File: config.mk
export PLATFORM = sky130hd
export DESIGN_NAME = button_debounce
export DESIGN_NICKNAME = d
export VERILOG_FILES = /design/src/rtl/button_debounce.sv
export SDC_FILE = /design/constraint.sdc
export NUM_CORES = 1
export LEC_CHECK = 0
export CAP_MARGIN = 15
export CORE_MARGIN = 4
export CORE_UTILIZATION = 25
export DETAILED_ROUTE_END_ITERATION = 6
export PLACE_DENSITY = 0.41
export SLEW_MARGIN = 0
export SYNTH_ARGS = -nofsm -noshare
export SYNTH_HDL_FRONTEND = slang
export SYNTH_SLANG_ARGS = --single-unit
File: constraint.sdc
create_clock -name clk -period 5.2 [get_ports clk]
set_input_delay 1.56 -clock clk [delete_from_list [all_inputs] [get_ports clk]]
set_output_delay 1.56 -clock clk [all_outputs]
set_load 0.005 [all_outputs]
File: src/rtl/button_debounce.sv
// button_debounce: two-flop synchroniser, stable-time bounce filter, and
// edge/hold strobes for one active-high push-button input.
// The release strobe is named btn_release because 'release' is a reserved word.
module button_debounce #(
    parameter int unsigned DEBOUNCE_CYCLES = 50000,
    parameter int unsigned HOLD_CYCLES     = 50000000,
    parameter int unsigned CNT_W           = 16,
    parameter int unsigned HOLD_W          = 26
) (
    input  logic clk,
    input  logic rst,
    input  logic btn_in,
    output logic btn_level,
    output logic press,
    output logic btn_release,
    output logic hold
);

    // Terminal debounce count and hold target, sized to their counters.
    localparam logic [CNT_W-1:0]  DB_LAST  = CNT_W'(DEBOUNCE_CYCLES - 1);
    localparam logic [HOLD_W-1:0] HOLD_MAX = HOLD_W'(HOLD_CYCLES);

    logic              sync1;
    logic              s;
    logic [CNT_W-1:0]  cnt;
    logic [CNT_W-1:0]  cnt_next;
    logic              flip;
    logic              level_next;
    logic [HOLD_W-1:0] hcnt;
    logic [HOLD_W-1:0] hcnt_next;
    logic              hold_next;

    // Two-flop synchroniser; only s is used past this point.
    always_ff @(posedge clk or negedge rst) begin
        if (!rst) begin
            sync1 <= 1'b0;
            s     <= 1'b0;
        end else begin
            sync1 <= btn_in;
            s     <= sync1;
        end
    end

    // Stable-time filter: count cycles the input disagrees with the level,
    // flip the level on the last one, discard progress on any agreement.
    always_comb begin
        flip       = 1'b0;
        level_next = btn_level;
        cnt_next   = '0;
        if (s != btn_level) begin
            if (cnt == DB_LAST) begin
                flip       = 1'b1;
                level_next = s;
                cnt_next   = '0;
            end else begin
                cnt_next   = cnt + CNT_W'(1);
            end
        end
    end

    // Hold counter: zero while released (which also covers the press cycle),
    // then counts up and saturates at the hold target. The strobe fires on
    // the step into the target and only while the level stays pressed.
    always_comb begin
        hcnt_next = '0;
        hold_next = 1'b0;
        if (btn_level) begin
            if (hcnt != HOLD_MAX) begin
                hcnt_next = hcnt + HOLD_W'(1);
                hold_next = level_next && (hcnt_next == HOLD_MAX);
            end else begin
                hcnt_next = hcnt;
            end
        end
    end

    // Debounced level, counters, and strobes registered together.
    always_ff @(posedge clk or negedge rst) begin
        if (!rst) begin
            cnt         <= '0;
            btn_level   <= 1'b0;
            press       <= 1'b0;
            btn_release <= 1'b0;
            hcnt        <= '0;
            hold        <= 1'b0;
        end else begin
            cnt         <= cnt_next;
            btn_level   <= level_next;
            press       <= flip && s;
            btn_release <= flip && !s;
            hcnt        <= hcnt_next;
            hold        <= hold_next;
        end
    end

endmodule

==> key figures <==
Logic synthesis
  – EDFF count, synth: 0
  – Mapped cell area: 0.00266 mm2
  – FFs w/ async S/R, synth: 100%
  – Gate Count Post-Synth: 272
  – Most used DFF post-synth: dfrtp_1
  – Cell variety after synth: 50
  – Syn_nets: 279
  – Sequential-to-total area share from yosys stat: 45.2%
  – Mean Syn Cell Area: 9.78 um2
  – Warnings, synthesis: 0
  – FF+latch count, synth: 48

Pwr
  – Overall power: 0.613 mW
  – Pwr dens: 211 mW/mm2
  – VDD IR max: 79.0 uV
  – Leakage power: 1.22 nW

Clocking
  – Hold Buf Count CTS: 0
  – Resize count post-CTS: 0
  – Sink Count: 48
  – Skew-Pair Late Insertion Delay: 300 ps
  – Clock Pin Slew Worst Setup and Hold Paths: 90 ps
  – Postcts setup bufs: 0
  – CTS Buf Count: 5
  – CTS Buffer Depth: 2
  – CTS tree: built
  – Clk root buf: clkbuf_8
  – H-tree depth: 2

GRT
  – GRT Util Overall: 9.92%
  – GRT overflow: 0
  – Largest net degree at the start of global routing: 49
  – First-pass GRT wire length: 9980 um
  – Vias in the first global route: 1,932
  – Initial antenna violation count: 0

Detailed routing
  – Via-to-Cell Ratio: 4.51
  – Number of DRC markers in iteration 0: 72
  – Residual DRC: 0
  – Per-cell routed wire length: 13.8 um
  – DRT Pass-1 Iters: 4
  – Via count: 1,851
  – Routed Antenna Nets: 0
  – WL final: 5660 um

STA
  – Clock Skews: 6.47 ps
  – Min Clock Period, post-route: 3220 ps
  – Final setup vio count: 0
  – Setup TNS Final: 0 ps
  – Final hold vios: 0
  – Pins Over Slew Limit: 0
  – Max transition margin: 58.5%
  – RSZ-0062 raised after global routing: false
  – Max Clock Freq: 310 MHz
  – Tightest Pin Transition: 622 ps
  – Tcrit/Tclk final: 62.0%

Placed design
  – Final RePlAce weighted congestion: 0.731
  – # port buffers: 6
  – Hpwl dp: 3890 um

Floorplanning
  – Die width: 111 um
  – Die area: 0.0123 mm2
  – Initial Util: 25.8%
  – I/O Pins: 7
  – Core Rows: 37
  – Core ar.: 0.0103 mm2
  – Die Y-Extent: 111 um

Final layout
  – Reg area: 0.00120 mm2
  – Nets: 281
  – Commonest non-fill, non-tap cell in the layout: dfrtp_1
  – Ant. Diodes: 0
  – P&R area growth vs syn: 9.60%
  – Most frequent cells in the layout: dfrtp_1 (48), nor2_1 (42), xor2_1 (23)
  – Multi-input logic area: 0.00138 mm2
  – Share of post-route cells with drive strength above 1: 9.12%
  – Filler instances: 1,098

Min path
  – Hold Crit Class: flop to flop

Critical path
  – Buf/Inv on CP: 1
  – Worst Setup End Kind: output port
  – Crit-path leading delay family: flip-flops
  – Startpoint Class: flop
  – Data arrival, critical path: 1660 ps
  – Crit-path max cell delay: 730 ps
  – Setup CP Type: flop to output port
  – CP Cell Sequence: clkdlybuf4s50_1
  – Worst-path fanout max: 22
  – Slowest CP cell: dfrtp_1
  – Worst Path Required: 3640 ps

Run
  – MaxCap Viol Count: 0

Status
  – Status: finished, final reports clean
synthesized netlist by cell type, types with 3 or more instances:
library cell | number | area [um2]
nor3b_1 | 3 | 22.5
a21oi_1 | 4 | 20.0
nor2_1 | 42 | 158
nand3_1 | 17 | 85.1
and2_1 | 9 | 56.3
xnor2_1 | 19 | 166
nand2_1 | 17 | 63.8
ha_1 | 4 | 50.1
nor2b_1 | 6 | 37.5
buf_2 | 7 | 35.0
xor2_1 | 23 | 201
o21ai_0 | 4 | 20.0
nand4_1 | 12 | 75.1
dfrtp_1 | 48 | 1200
and3_1 | 6 | 37.5
nor3_1 | 5 | 25.0
inv_1 | 4 | 15.0
cell families (layout without fill, tap and decap cells):
logic type	after synthesis	in the layout	synth area share [%]
AO/OA/AOI/OAI	12	12	2.78
XOR/XNOR	42	42	13.8
adder cells (fa/ha/maj)	4	4	1.88
buffers and inverters	17	19	2.92
flip-flops	48	48	45.2
multiplexers	4	4	1.60
AND/OR/NAND/NOR	145	145	31.8
cell type report:
class                   count  share of cell area, %
multi-input cells         207                   47.4
flip-flops and latches     48                   41.2
well taps                 136                   5.84
clock buffers               5                   2.36
repair buffers              7                   2.15
inverters                   5                  0.644
clock inverters             2                  0.429
worst paths after layout:
| kind | start | end | cells after the start | slack, ps |
|---|---|---|---|---|
| setup / recovery | btn_level | btn_level | 1 | 1980 |
| hold / removal | sync1 | s | 0 | 360 |
| setup reg to reg | hcnt[0] | hold | 6 | 2800 |
| hold reg to reg | sync1 | s | 0 | 360 |
| max in group asynchronous | rst | hcnt[9] | 2 | 3440 |
| min in group asynchronous | rst | s | 2 | 1350 |
power breakdown:
part	switching (mW)	leakage, nW	total [mW]	internal, mW
combinational	0.0105	0.513	0.0140	0.00347
clock	0.131	0.0400	0.222	0.0914
sequential	0.00177	0.664	0.377	0.376
flip-flops by register name, indices dropped and copies added (netlist names):
signal	count
btn_level	1
hcnt	26
press	1
s	1
btn_release	1
cnt	16
hold	1
sync1	1
stage by stage:
stage,std cells,worst slack (ps),area (um2),hold slack [ps],util (%)
finish,410,1980,2910,360,28.2
global route,410,1790,2910,364,28.2
CTS,410,1920,2910,362,28.2
detailed placement,403,2280,2830,340,27.4
global placement,403,2270,2830,335,27.4
floorplan,272,3180,2660,331,-
layer usage:
| layer | part of all wire, % | global-route usage (%) | vias up |
|---|---|---|---|
| li1 | - | - | 926 |
| met1 | 49 | 13.4 | 900 |
| met2 | 46 | 15.4 | 18 |
| met3 | 3.3 | 2.24 | 7 |
| met4 | 1.8 | 3.89 | 0 |
| met5 | 0 | 0 | - |
No activity file was read; power rests on OpenSTA's default activity.
